[src/rtl/fetch_ctrl_pkg.sv]
// ---------------------------------------------------------------------------
// fetch_ctrl_pkg
// Shared definitions for the instruction fetch controller:
//   - fetch_state_e : controller states (IDLE, RUN, HALT)
//   - HALT_WORD     : instruction encoding that parks the controller when the
//                     FETCH_CTRL_HALT_EN build option is enabled
//   - AWIDTH_DEF / RWIDTH_DEF : default address / instruction word widths
// ---------------------------------------------------------------------------
package fetch_ctrl_pkg;

    localparam int AWIDTH_DEF = 6;
    localparam int RWIDTH_DEF = 32;

    localparam logic [31:0] HALT_WORD = 32'hFFFF_FFFF;

    typedef enum logic [1:0] {
        IDLE = 2'd0,
        RUN  = 2'd1,
        HALT = 2'd2
    } fetch_state_e;

endpackage

[src/rtl/fetch_controller_if.sv]
// ---------------------------------------------------------------------------
// fetch_controller_if
// Bundles the fetch controller's memory, decode and redirect signals.
//   start            : one-cycle pulse that starts fetching from address 0
//   mem_addr         : read address to the synchronous instruction memory
//   instr_in         : memory data for the address issued the previous cycle
//   instr_out/_pc    : instruction and its address towards decode
//   instr_valid      : instr_out/instr_pc valid
//   instr_ready      : decode accepts (transfer on valid & ready)
//   redirect_req     : load redirect_target as the next fetch address
//   redirect_target  : absolute redirect address
//   redirect_ack     : high in the cycle a redirect is taken
//   halted           : controller parked in HALT
// Modports: master = fetch controller, slave = memory/decode/execute side.
// ---------------------------------------------------------------------------
interface fetch_controller_if
    import fetch_ctrl_pkg::*;
#(
    parameter int AWIDTH = AWIDTH_DEF,
    parameter int RWIDTH = RWIDTH_DEF
) ();

    logic              start;
    logic [AWIDTH-1:0] mem_addr;
    logic [RWIDTH-1:0] instr_in;
    logic [RWIDTH-1:0] instr_out;
    logic [AWIDTH-1:0] instr_pc;
    logic              instr_valid;
    logic              instr_ready;
    logic              redirect_req;
    logic [AWIDTH-1:0] redirect_target;
    logic              redirect_ack;
    logic              halted;

    modport master (
        input  start, instr_in, instr_ready, redirect_req, redirect_target,
        output mem_addr, instr_out, instr_pc, instr_valid, redirect_ack, halted
    );

    modport slave (
        output start, instr_in, instr_ready, redirect_req, redirect_target,
        input  mem_addr, instr_out, instr_pc, instr_valid, redirect_ack, halted
    );

endinterface

[src/rtl/fetch_skid_buf.sv]
// ---------------------------------------------------------------------------
// fetch_skid_buf
// One-entry hold register for a fetched word and its address. Catches the
// word returning from memory when decode stalls, so the fetch pipe never
// loses data.
//   clk, rst   : clock, synchronous active-high reset (clears full flag)
//   capture    : load cap_data/cap_pc, mark full
//   drain      : entry consumed by decode, mark empty
//   flush      : discard entry (redirect / halt); dominates capture/drain
//   full       : entry valid
//   hold_data  : held instruction word
//   hold_pc    : address of the held word
// ---------------------------------------------------------------------------
module fetch_skid_buf
    import fetch_ctrl_pkg::*;
#(
    parameter int AWIDTH = AWIDTH_DEF,
    parameter int RWIDTH = RWIDTH_DEF
) (
    input  logic              clk,
    input  logic              rst,
    input  logic              capture,
    input  logic              drain,
    input  logic              flush,
    input  logic [RWIDTH-1:0] cap_data,
    input  logic [AWIDTH-1:0] cap_pc,
    output logic              full,
    output logic [RWIDTH-1:0] hold_data,
    output logic [AWIDTH-1:0] hold_pc
);

    logic              full_q, full_d;
    logic [RWIDTH-1:0] data_q, data_d;
    logic [AWIDTH-1:0] pc_q,   pc_d;

    always_comb begin
        full_d = full_q;
        data_d = data_q;
        pc_d   = pc_q;
        if (flush) begin
            full_d = 1'b0;
        end else if (capture) begin
            full_d = 1'b1;
            data_d = cap_data;
            pc_d   = cap_pc;
        end else if (drain) begin
            full_d = 1'b0;
        end
    end

    always_ff @(posedge clk) begin
        if (rst) begin
            full_q <= 1'b0;
        end else begin
            full_q <= full_d;
        end
    end

    // Payload is qualified by full_q, so it carries no reset.
    always_ff @(posedge clk) begin
        data_q <= data_d;
        pc_q   <= pc_d;
    end

    assign full      = full_q;
    assign hold_data = data_q;
    assign hold_pc   = pc_q;

endmodule

[src/rtl/fetch_controller.sv]
// ---------------------------------------------------------------------------
// fetch_controller
// Drives the synchronous-read instruction memory (one-cycle latency), owns
// the program counter, hands fetched words to decode over valid/ready with a
// one-entry skid buffer, and applies absolute redirects with squash of any
// in-flight or held word.
// Ports:
//   clk  : clock, all state on rising edge
//   rst  : synchronous active-high reset
//   bus  : fetch_controller_if.master (memory, decode and redirect signals)
// Build option: FETCH_CTRL_HALT_EN -- when defined, transferring HALT_WORD
// parks the controller in HALT until a redirect or reset; when undefined,
// HALT_WORD is an ordinary instruction and halted is tied low.
// ---------------------------------------------------------------------------
module fetch_controller
    import fetch_ctrl_pkg::*;
#(
    parameter int AWIDTH = AWIDTH_DEF,
    parameter int RWIDTH = RWIDTH_DEF
) (
    input  logic                clk,
    input  logic                rst,
    fetch_controller_if.master  bus
);

    fetch_state_e      state_q, state_d;
    logic [AWIDTH-1:0] pc_q, pc_d;
    logic              inflight_q, inflight_d;
    logic [AWIDTH-1:0] issued_pc_q, issued_pc_d;

    logic              hold_full;
    logic [RWIDTH-1:0] hold_data;
    logic [AWIDTH-1:0] hold_pc;
    logic              hold_capture, hold_drain, hold_flush;
    logic              issue_ok;

    fetch_skid_buf #(
        .AWIDTH (AWIDTH),
        .RWIDTH (RWIDTH)
    ) u_skid (
        .clk       (clk),
        .rst       (rst),
        .capture   (hold_capture),
        .drain     (hold_drain),
        .flush     (hold_flush),
        .cap_data  (bus.instr_in),
        .cap_pc    (issued_pc_q),
        .full      (hold_full),
        .hold_data (hold_data),
        .hold_pc   (hold_pc)
    );

    // Output mux: held word has priority over the word returning from memory.
    always_comb begin
        bus.instr_valid = 1'b0;
        bus.instr_out   = '0;
        bus.instr_pc    = '0;
        if (hold_full) begin
            bus.instr_valid = 1'b1;
            bus.instr_out   = hold_data;
            bus.instr_pc    = hold_pc;
        end else if (inflight_q) begin
            bus.instr_valid = 1'b1;
            bus.instr_out   = bus.instr_in;
            bus.instr_pc    = issued_pc_q;
        end
    end

    assign bus.mem_addr     = pc_q;
    assign bus.redirect_ack = bus.redirect_req & ~rst;

    // A new fetch may go out only if its returning word is guaranteed a home:
    // the hold register is empty and the current in-flight word leaves now.
    assign issue_ok = ~hold_full & (~inflight_q | bus.instr_ready);

`ifdef FETCH_CTRL_HALT_EN
    logic halt_hit;
    assign halt_hit = bus.instr_valid & bus.instr_ready &
                      (bus.instr_out == RWIDTH'(HALT_WORD));
    assign bus.halted = (state_q == HALT);
`else
    assign bus.halted = 1'b0;
`endif

    always_comb begin
        state_d      = state_q;
        pc_d         = pc_q;
        inflight_d   = inflight_q;
        issued_pc_d  = issued_pc_q;
        hold_capture = 1'b0;
        hold_drain   = 1'b0;
        hold_flush   = 1'b0;

        if (bus.redirect_req) begin
            // Redirect wins in every state; anything fetched so far is stale.
            state_d    = RUN;
            pc_d       = bus.redirect_target;
            inflight_d = 1'b0;
            hold_flush = 1'b1;
        end else begin
            case (state_q)
                IDLE: begin
                    if (bus.start) begin
                        state_d    = RUN;
                        pc_d       = '0;
                        inflight_d = 1'b0;
                    end
                end
                RUN: begin
`ifdef FETCH_CTRL_HALT_EN
                    if (halt_hit) begin
                        state_d    = HALT;
                        inflight_d = 1'b0;
                        hold_flush = 1'b1;
                    end else
`endif
                    begin
                        hold_capture = inflight_q & ~hold_full & ~bus.instr_ready;
                        hold_drain   = hold_full & bus.instr_ready;
                        if (issue_ok) begin
                            inflight_d  = 1'b1;
                            issued_pc_d = pc_q;
                            pc_d        = pc_q + AWIDTH'(1);
                        end else begin
                            // In-flight word was either consumed or captured.
                            inflight_d = 1'b0;
                        end
                    end
                end
`ifdef FETCH_CTRL_HALT_EN
                HALT: begin
                    state_d = HALT;
                end
`endif
                default: begin
                    state_d    = IDLE;
                    inflight_d = 1'b0;
                end
            endcase
        end
    end

    always_ff @(posedge clk) begin
        if (rst) begin
            state_q    <= IDLE;
            pc_q       <= '0;
            inflight_q <= 1'b0;
        end else begin
            state_q    <= state_d;
            pc_q       <= pc_d;
            inflight_q <= inflight_d;
        end
    end

    // Only meaningful while inflight_q is set, so it carries no reset.
    always_ff @(posedge clk) begin
        issued_pc_q <= issued_pc_d;
    end

endmodule

[src/flat_wrapper.sv]
// flat-port wrapper written by rule: the top's interface ports become plain ports
module fetch_controller_flat import fetch_ctrl_pkg::*;
#(
    parameter int AWIDTH = AWIDTH_DEF,
    parameter int RWIDTH = RWIDTH_DEF
)
  (clk, rst, bus_start, bus_instr_in, bus_instr_ready, bus_redirect_req, bus_redirect_target, bus_mem_addr, bus_instr_out, bus_instr_pc, bus_instr_valid, bus_redirect_ack, bus_halted);
  fetch_controller_if #(.AWIDTH(AWIDTH), .RWIDTH(RWIDTH)) bus_i ();
  input  logic clk;
  input  logic rst;
  input wire logic [$bits(bus_i.start)-1:0] bus_start;
  input wire logic [$bits(bus_i.instr_in)-1:0] bus_instr_in;
  input wire logic [$bits(bus_i.instr_ready)-1:0] bus_instr_ready;
  input wire logic [$bits(bus_i.redirect_req)-1:0] bus_redirect_req;
  input wire logic [$bits(bus_i.redirect_target)-1:0] bus_redirect_target;
  output wire logic [$bits(bus_i.mem_addr)-1:0] bus_mem_addr;
  output wire logic [$bits(bus_i.instr_out)-1:0] bus_instr_out;
  output wire logic [$bits(bus_i.instr_pc)-1:0] bus_instr_pc;
  output wire logic [$bits(bus_i.instr_valid)-1:0] bus_instr_valid;
  output wire logic [$bits(bus_i.redirect_ack)-1:0] bus_redirect_ack;
  output wire logic [$bits(bus_i.halted)-1:0] bus_halted;
  assign bus_i.start = bus_start;
  assign bus_i.instr_in = bus_instr_in;
  assign bus_i.instr_ready = bus_instr_ready;
  assign bus_i.redirect_req = bus_redirect_req;
  assign bus_i.redirect_target = bus_redirect_target;
  assign bus_mem_addr = bus_i.mem_addr;
  assign bus_instr_out = bus_i.instr_out;
  assign bus_instr_pc = bus_i.instr_pc;
  assign bus_instr_valid = bus_i.instr_valid;
  assign bus_redirect_ack = bus_i.redirect_ack;
  assign bus_halted = bus_i.halted;
  fetch_controller #(.AWIDTH(AWIDTH), .RWIDTH(RWIDTH)) u_core (.clk(clk), .rst(rst), .bus(bus_i));
endmodule
[config.mk]
export PLATFORM = sky130hd
export DESIGN_NAME = fetch_controller_flat
export DESIGN_NICKNAME = d
export VERILOG_FILES = /design/src/rtl/fetch_ctrl_pkg.sv /design/src/rtl/fetch_controller_if.sv /design/src/rtl/fetch_skid_buf.sv /design/src/rtl/fetch_controller.sv /design/src/flat_wrapper.sv
export SDC_FILE = /design/constraint.sdc
export NUM_CORES = 1
export LEC_CHECK = 0
export BUFFER_PORTS_ARGS = -buffer_cell sky130_fd_sc_hd__buf_2
export CAP_MARGIN = 25
export CORE_UTILIZATION = 43
export CTS_CLUSTER_DIAMETER = 200
export DETAILED_ROUTE_END_ITERATION = 8
export HOLD_SLACK_MARGIN = 0.06
export PLACE_DENSITY = 0.74
export SYNTH_ARGS = -nofsm -noshare
export SYNTH_HDL_FRONTEND = slang
export SYNTH_HIERARCHICAL = 1
export SYNTH_SLANG_ARGS = --single-unit
export TNS_END_PERCENT = 20
[constraint.sdc]
create_clock -name clk -period 3.6 [get_ports clk]
set_clock_uncertainty 0.1 [all_clocks]
set_input_delay 0.9 -clock clk [delete_from_list [all_inputs] [get_ports clk]]
set_output_delay 0.9 -clock clk [all_outputs]
set_load 0.01 [all_outputs]
==> impl_metrics.toml, run 1 <==
[status]
status = "finished, final reports clean"

[yosys]
syn_area_per_cell_sq_um = 13.8
ys_seq_elements = 53
yosys_warnings = 6
synth_xor_area_frac = 0.00388
synth_cell_types = 39
synth_area_leader_cell = "edfxtp_1"
ys_async_sr_fraction = 0
syn_inst = 164
yosys-top-cells-count = "edfxtp_1 (44), a22o_1 (36), nand2_1 (10), dfxtp_1 (9), nor2_1 (8)"
yosys.area.top_type_share = 0.585
synth.area.top_cells = "edfxtp_1 (59%), a22o_1 (14%), dfxtp_1 (8.0%), nand2_1 (1.7%), nor3_1 (1.3%)"
synth_fp_nets = 208
synth.area.mux_share = 0
synth_ff_type = "edfxtp_1"
synthSimpleGateAreaFrac = 0.0909
seq_area_frac_synth = 0.665
synth_compound_area_frac = 0.204
synthAdderAreaFrac = 0.00554
netlist_area_sq_um = 2260
synth_top_family_by_area = "compound AO/OA/AOI/OAI gates"
synth_edf_count = 44
yosys.cell_count.top_type = "edfxtp_1"

[timing]
layout_min_cycle_time_ns = 2.75
finalHoldViolations = 0
rsz0062_at_grt = "no"
relSlewSlack = 0.585
setup-tns-final_ns = 0
worst_slew_pin_slew_ns = 0.622
min_period_over_period = 0.765
slew_viol_final = 0
clock.fmax_mhz = 363
setup_viol = 0

[placement]
portBuffers = 88
hpwl_mm = 3.11
placedCellCount = 313
gp_congestion = 0.847

[setup_path]
r2r-start = "u_core/state_q[0]$_SDFFE_PP0P_"
critPathCaptureType = "primary output"
worstSetupPathType = "reg2out"
arrival_ns = 1.75
cp_max_fo = 28
crit_required_ns = 2.60
startpoint_type = "flip-flop"
crit_start = "u_core/u_skid/full$_SDFFE_PP0P_"

[power]
p_sw_mw = 0.244
ir_drop_v = 0.000166
seqPwrFrac = 0.620
p_leak_nw = 1.20
cellPowerDensity_nw_per_um2 = 389
internal_power_mw = 0.862
swShare = 0.221
clkPwrFrac = 0.285
pwr-share-comb = 0.095

[finish]
layout.nets = 294
finalNonFillerCells = 321
nFillCells = 452
area_delta_synth_final_pct = 26.0
drive_gt1_frac = 0.418
antenna_cells = 0

[global_route]
first_global_vias = 1392
grt_pass1_wl_mm = 6.41
antenna_found_initial = 0
grt_overflow_total = 0
grt_start_max_net_pins = 39
grt_usage = 0.153

[detailed_routing]
wl_mm = 4.40
via_per_inst = 5.23
ant_nets = 0
first_iter_violations = 109
first_pass_iters = 4
drc = 0
wl_per_cell_um = 13.7
vias = 1679

[clock_network]
cts-resized-gates = 0
worstSkewPairLatency_ns = 0.29
cts_setup_buffers = 0
htree_levels = 2
numCtsBuffers = 5
clk_path_buf_depth = 2
clock-sinks = 53
cts_root_buffer = "clkbuf_8"
path_clk_slew_ns = 0.09
cts_tree = "done"
hold_buffers = 0

[floorplan]
die_w_um = 74.5
start_util = 0.445
row_count = 26
die-area_sq_um = 5540
fp.dieH_um = 74.5
ios = 90
core-area_sq_um = 5070

[worst_hold_path]
holdCritStartpoint = "u_core/issued_pc_q[3]$_DFFE_PP_"
hp-class = "reg2reg"

[job]
maxCapViolations = 0
## final cells by class
class                           instances  area, sq um  share of cell area
Timing Repair Buffer                   91          463               0.163
Inverter                                2         7.51             0.00264
Clock inverter                          1         7.51             0.00264
Tap cell                               70         87.6              0.0308
Clock buffer                            7         76.3              0.0268
Sequential cell                        53         1500               0.528
Multi-Input combinational cell         97          701               0.246
## final timing paths
check	to	slack [ns]	cells after the start
max reg2reg	u_core/u_skid/hold_data[21]$_DFFE_PP_	1.63	4
min	u_core/u_skid/hold_pc[3]$_DFFE_PP_	0.35	0
min reg2reg	u_core/u_skid/hold_pc[3]$_DFFE_PP_	0.35	0
max	bus_instr_out[30]	0.85	3
## per-layer routing
layer | global-route usage | part of all wire
met5 | 0 | 0
met4 | 0.0440 | 0.010
met3 | 0.0407 | 0.066
met2 | 0.248 | 0.47
met1 | 0.203 | 0.45
## layout by cell type (no fill, tap or decap), drive strengths merged
cell / count
ha: 1
a311o: 1
a211oi: 1
nor3: 6
clkinv: 1
nor2: 8
a21bo: 1
dfxtp: 9
clkinvlp: 1
clkbuf: 7
o21ai: 5
o31ai: 2
conb: 1
xnor2: 1
inv: 1
and2b: 1
a32o: 1
nand2b: 2
nand4b: 1
o21a: 1
and2: 1
and3: 2
a311oi: 1
a21oi: 3
or2: 1
a22o: 36
nor2b: 5
edfxtp: 44
nand3: 2
nand2: 10
buf: 91
a221oi: 2
a32oi: 1
## state kept, by name, summed over array words and instances (netlist names)
register / flops
u_core/issued_pc_q: 6
u_core/inflight_q: 1
u_core/state_q: 1
u_core/u_skid/hold_data: 32
u_core/u_skid/hold_pc: 6
u_core/bus.mem_addr: 6
u_core/u_skid/full: 1
## logic make-up (layout without fill, tap and decap cells)
logic type                 Yosys count  after routing
AOI/OAI and AO/OA                   55             55
DFF                                 53             53
and+or+nand+nor                     39             39
buffers and inverters               14            101
adders and majority gates            1              1
other                                1              1
xor gates and xnor gates             1              1
## worst max-delay path: stages (launching register included)
cell and delay, ns:
dfxtp_1 0.72, buf_4 0.39, a22o_1 0.20, buf_2 0.13
## power groups by stage
stage	combinational (mW)	sequential, mW	clock [mW]
6_report	0.105	0.686	0.315
5_1_grt	0.117	0.688	0.353
4_1_cts	0.106	0.686	0.332
3_5_place_dp	0.106	0.700	0
3_3_place_gp	0.104	0.700	0
2_1_floorplan	0.0524	0.700	0
## metrics by stage
stage	hold WS, ns	area (sq um)	util	power [mW]	setup WS [ns]
4_1_cts	0.363	2840	0.560	1.12	0.818
3_3_place_gp	0.337	2760	0.544	0.804	0.964
5_1_grt	0.371	2840	0.560	1.16	0.737
2_1_floorplan	0.327	2260	-	0.752	0.0154
3_5_place_dp	0.339	2760	0.544	0.806	0.921
6_report	0.354	2840	0.560	1.11	0.845
No activity file was read; power rests on OpenSTA's default activity.
==> run 2, diff against run 1 <==
--- a/config.mk
+++ b/config.mk
@@ -5,9 +5,10 @@
 export SDC_FILE = /design/constraint.sdc
 export NUM_CORES = 1
 export LEC_CHECK = 0
+export ABC_AREA = 1
 export BUFFER_PORTS_ARGS = -buffer_cell sky130_fd_sc_hd__buf_2
 export CAP_MARGIN = 25
-export CORE_UTILIZATION = 43
+export CORE_UTILIZATION = 44
 export CTS_CLUSTER_DIAMETER = 200
 export DETAILED_ROUTE_END_ITERATION = 8
 export HOLD_SLACK_MARGIN = 0.06
==> constraint.sdc (replaced) <==
create_clock -name clk -period 2.5 [get_ports clk]
set_clock_uncertainty 0.1 [all_clocks]
set_input_delay 0.625 -clock clk [delete_from_list [all_inputs] [get_ports clk]]
set_output_delay 0.625 -clock clk [all_outputs]
set_load 0.01 [all_outputs]
==> run 2 against run 1 <==
- largest power group unchanged
- sequential power grew 44%
- critical path depth up 1
- critical endpoint is now bus_instr_out[16]
- hold slack lost 0.0016 ns
- area after synthesis up 11%
- utilization fell by 0.28 points
- design area rose by 7.3%
- final cell count grew 31%
- flip-flop and latch count did not move
- highest routed layer unchanged
- setup slack got worse by 0.69 ns
- register-to-register slack got worse by 1.1 ns
- die area grew 7.8%
==> impl_metrics.toml, run 2 <==
[status]
status = "finished, final reports clean"

[clock_network]
htree_levels = 2
hold_buffers = 0
clk_path_buf_depth = 2
numCtsBuffers = 5
cts_setup_buffers = 0
clock-sinks = 53
worstSkewPairLatency_ns = 0.30
path_clk_slew_ns = 0.09
cts_tree = "done"
cts-resized-gates = 0
cts_root_buffer = "clkbuf_8"

[power]
internal_power_mw = 1.23
ir_drop_v = 0.000243
pwr-share-comb = 0.106
p_sw_mw = 0.372
p_leak_nw = 1.46
swShare = 0.232
cellPowerDensity_nw_per_um2 = 526
clkPwrFrac = 0.276
seqPwrFrac = 0.618

[detailed_routing]
wl_mm = 5.22
wl_per_cell_um = 12.5
vias = 2021
first_iter_violations = 161
first_pass_iters = 4
drc = 0
ant_nets = 0
via_per_inst = 4.82

[finish]
antenna_cells = 0
drive_gt1_frac = 0.323
layout.nets = 391
fin_util = 0.558
largest_reg_flops = 32
final_common_cell = "nand2_1"
layout_common_cells = "nand2_1 (95), buf_2 (88), edfxtp_1 (44)"
finalNonFillerCells = 419
area_delta_synth_final_pct = 22.3

[timing]
setup-tns-final_ns = 0
clock.fmax_mhz = 426
layout_min_cycle_time_ns = 2.35
setup_viol = 0
worst_slew_pin_slew_ns = 0.633
finalHoldViolations = 0
slew_viol_final = 0
rsz0062_at_grt = "no"
layout_setup_ws_ns = 0.153
min_period_over_period = 0.939
relSlewSlack = 0.577

[worst_hold_path]
hp-class = "reg2reg"

[floorplan]
core-area_sq_um = 5470
die_w_um = 77.3
start_util = 0.456
ios = 90
row_count = 27
fp.dieH_um = 77.3
die-area_sq_um = 5980

[global_route]
grt_overflow_total = 0
grt_usage = 0.179
antenna_found_initial = 0
grt_pass1_wl_mm = 8.54
grt_start_max_net_pins = 43
first_global_vias = 1772

[yosys]
netlist_area_sq_um = 2490
ys_seq_elements = 53
synth_area_leader_cell = "edfxtp_1"
synth_ff_type = "edfxtp_1"
syn_inst = 263
ys_async_sr_fraction = 0
synth_fp_nets = 307
seq_area_frac_synth = 0.602
synth_edf_count = 44
yosys.area.top_type_share = 0.530
syn_area_per_cell_sq_um = 9.49
synth.area.top_cells = "edfxtp_1 (53%), nand2_1 (14%), nand3_1 (8.2%), dfxtp_1 (7.2%), nor2_1 (2.1%)"
yosys_warnings = 6
synth_cell_types = 28
yosys.cell_count.top_type = "nand2_1"
yosys-top-cells-count = "nand2_1 (95), edfxtp_1 (44), nand3_1 (41), nor2_1 (14), inv_1 (10)"

[setup_path]
arrival_ns = 1.62
startpoint_type = "flip-flop"
crit_required_ns = 1.77
cp_max_fo = 18
critPathCaptureType = "primary output"
worstSetupPathType = "reg2out"

[placement]
hpwl_mm = 3.66
placedCellCount = 412
gp_congestion = 0.828
portBuffers = 88
post-place-ws_ns = 0.500

[job]
maxCapViolations = 0
[run 2: cell count changes in the layout (fill, tap and decap cells not counted), sizes merged, moves of 3 or more]
cell   delta
nor3      -5
nor2      +8
o21ai     +3
a21oi     +4
a22o     -36
nand3    +39
inv      +12
nor2b     -5
nand2    +89
[run 2: kinds of logic (layout without fill, tap and decap cells)]
family	Yosys count	after routing	share of synthesized area
other	1	1	0.00150
and+or+nand+nor	160	160	0.279
DFF	53	53	0.602
adders and majority gates	1	1	0.00501
AOI/OAI and AO/OA	19	19	0.0497
buffers and inverters	29	113	0.0627
[run 2: metrics by stage]
stage	power, mW	area, sq um	hold slack, ns
2_1_floorplan	1.10	2500	0.327
3_3_place_gp	1.18	2980	0.331
3_5_place_dp	1.18	2980	0.338
4_1_cts	1.61	3050	0.360
5_1_grt	1.69	3050	0.369
6_report	1.61	3050	0.352
[run 2: layer usage]
metal  track usage  share of wire  vias to the layer above
met2         0.280           0.47                       80
met3        0.0369          0.067                        5
li1              -              -                     1037
met5             0              0                        -
met4        0.0453         0.0088                        0
met1         0.255           0.46                      899
[run 2: critical path: stages, from the launching register on]
cell,delay (ns)
dfxtp_1,0.67
buf_4,0.32
nand3_1,0.10
nand2_1,0.10
buf_2,0.12
[run 2: cell type report]
| type | instances | area (sq um) |
|---|---|---|
| clock buffer | 6 | 72.6 |
| clock inverter | 1 | 3.75 |
| fill | 515 | 2420 |
| inverter | 13 | 48.8 |
| multi-input combinational | 181 | 845 |
| sequential | 53 | 1500 |
| tap | 72 | 90.1 |
| timing repair buffer | 93 | 490 |
[run 2: path summary, 6_finish.rpt]
path                                                      endpoint  slack [ns]                       startpoint  cells after the start
worst max-delay path                             bus_instr_out[16]        0.15   u_core/inflight_q$_SDFFE_PP0P_                      4
worst min-delay path            u_core/u_skid/hold_pc[1]$_DFFE_PP_        0.35  u_core/issued_pc_q[1]$_DFFE_PP_                      0
worst max register to register  u_core/u_skid/hold_pc[4]$_DFFE_PP_        0.56   u_core/inflight_q$_SDFFE_PP0P_                      5
worst min register to register  u_core/u_skid/hold_pc[1]$_DFFE_PP_        0.35  u_core/issued_pc_q[1]$_DFFE_PP_                      0
[run 2: power by group through the flow]
stage | sequential (mW) | combinational [mW] | clock (mW)
after global routing | 0.994 | 0.191 | 0.503
after CTS | 0.991 | 0.171 | 0.453
after detailed placement | 1.01 | 0.170 | 0
after global placement | 1.01 | 0.167 | 0
final | 0.991 | 0.170 | 0.444
after floorplan | 1.01 | 0.0901 | 0
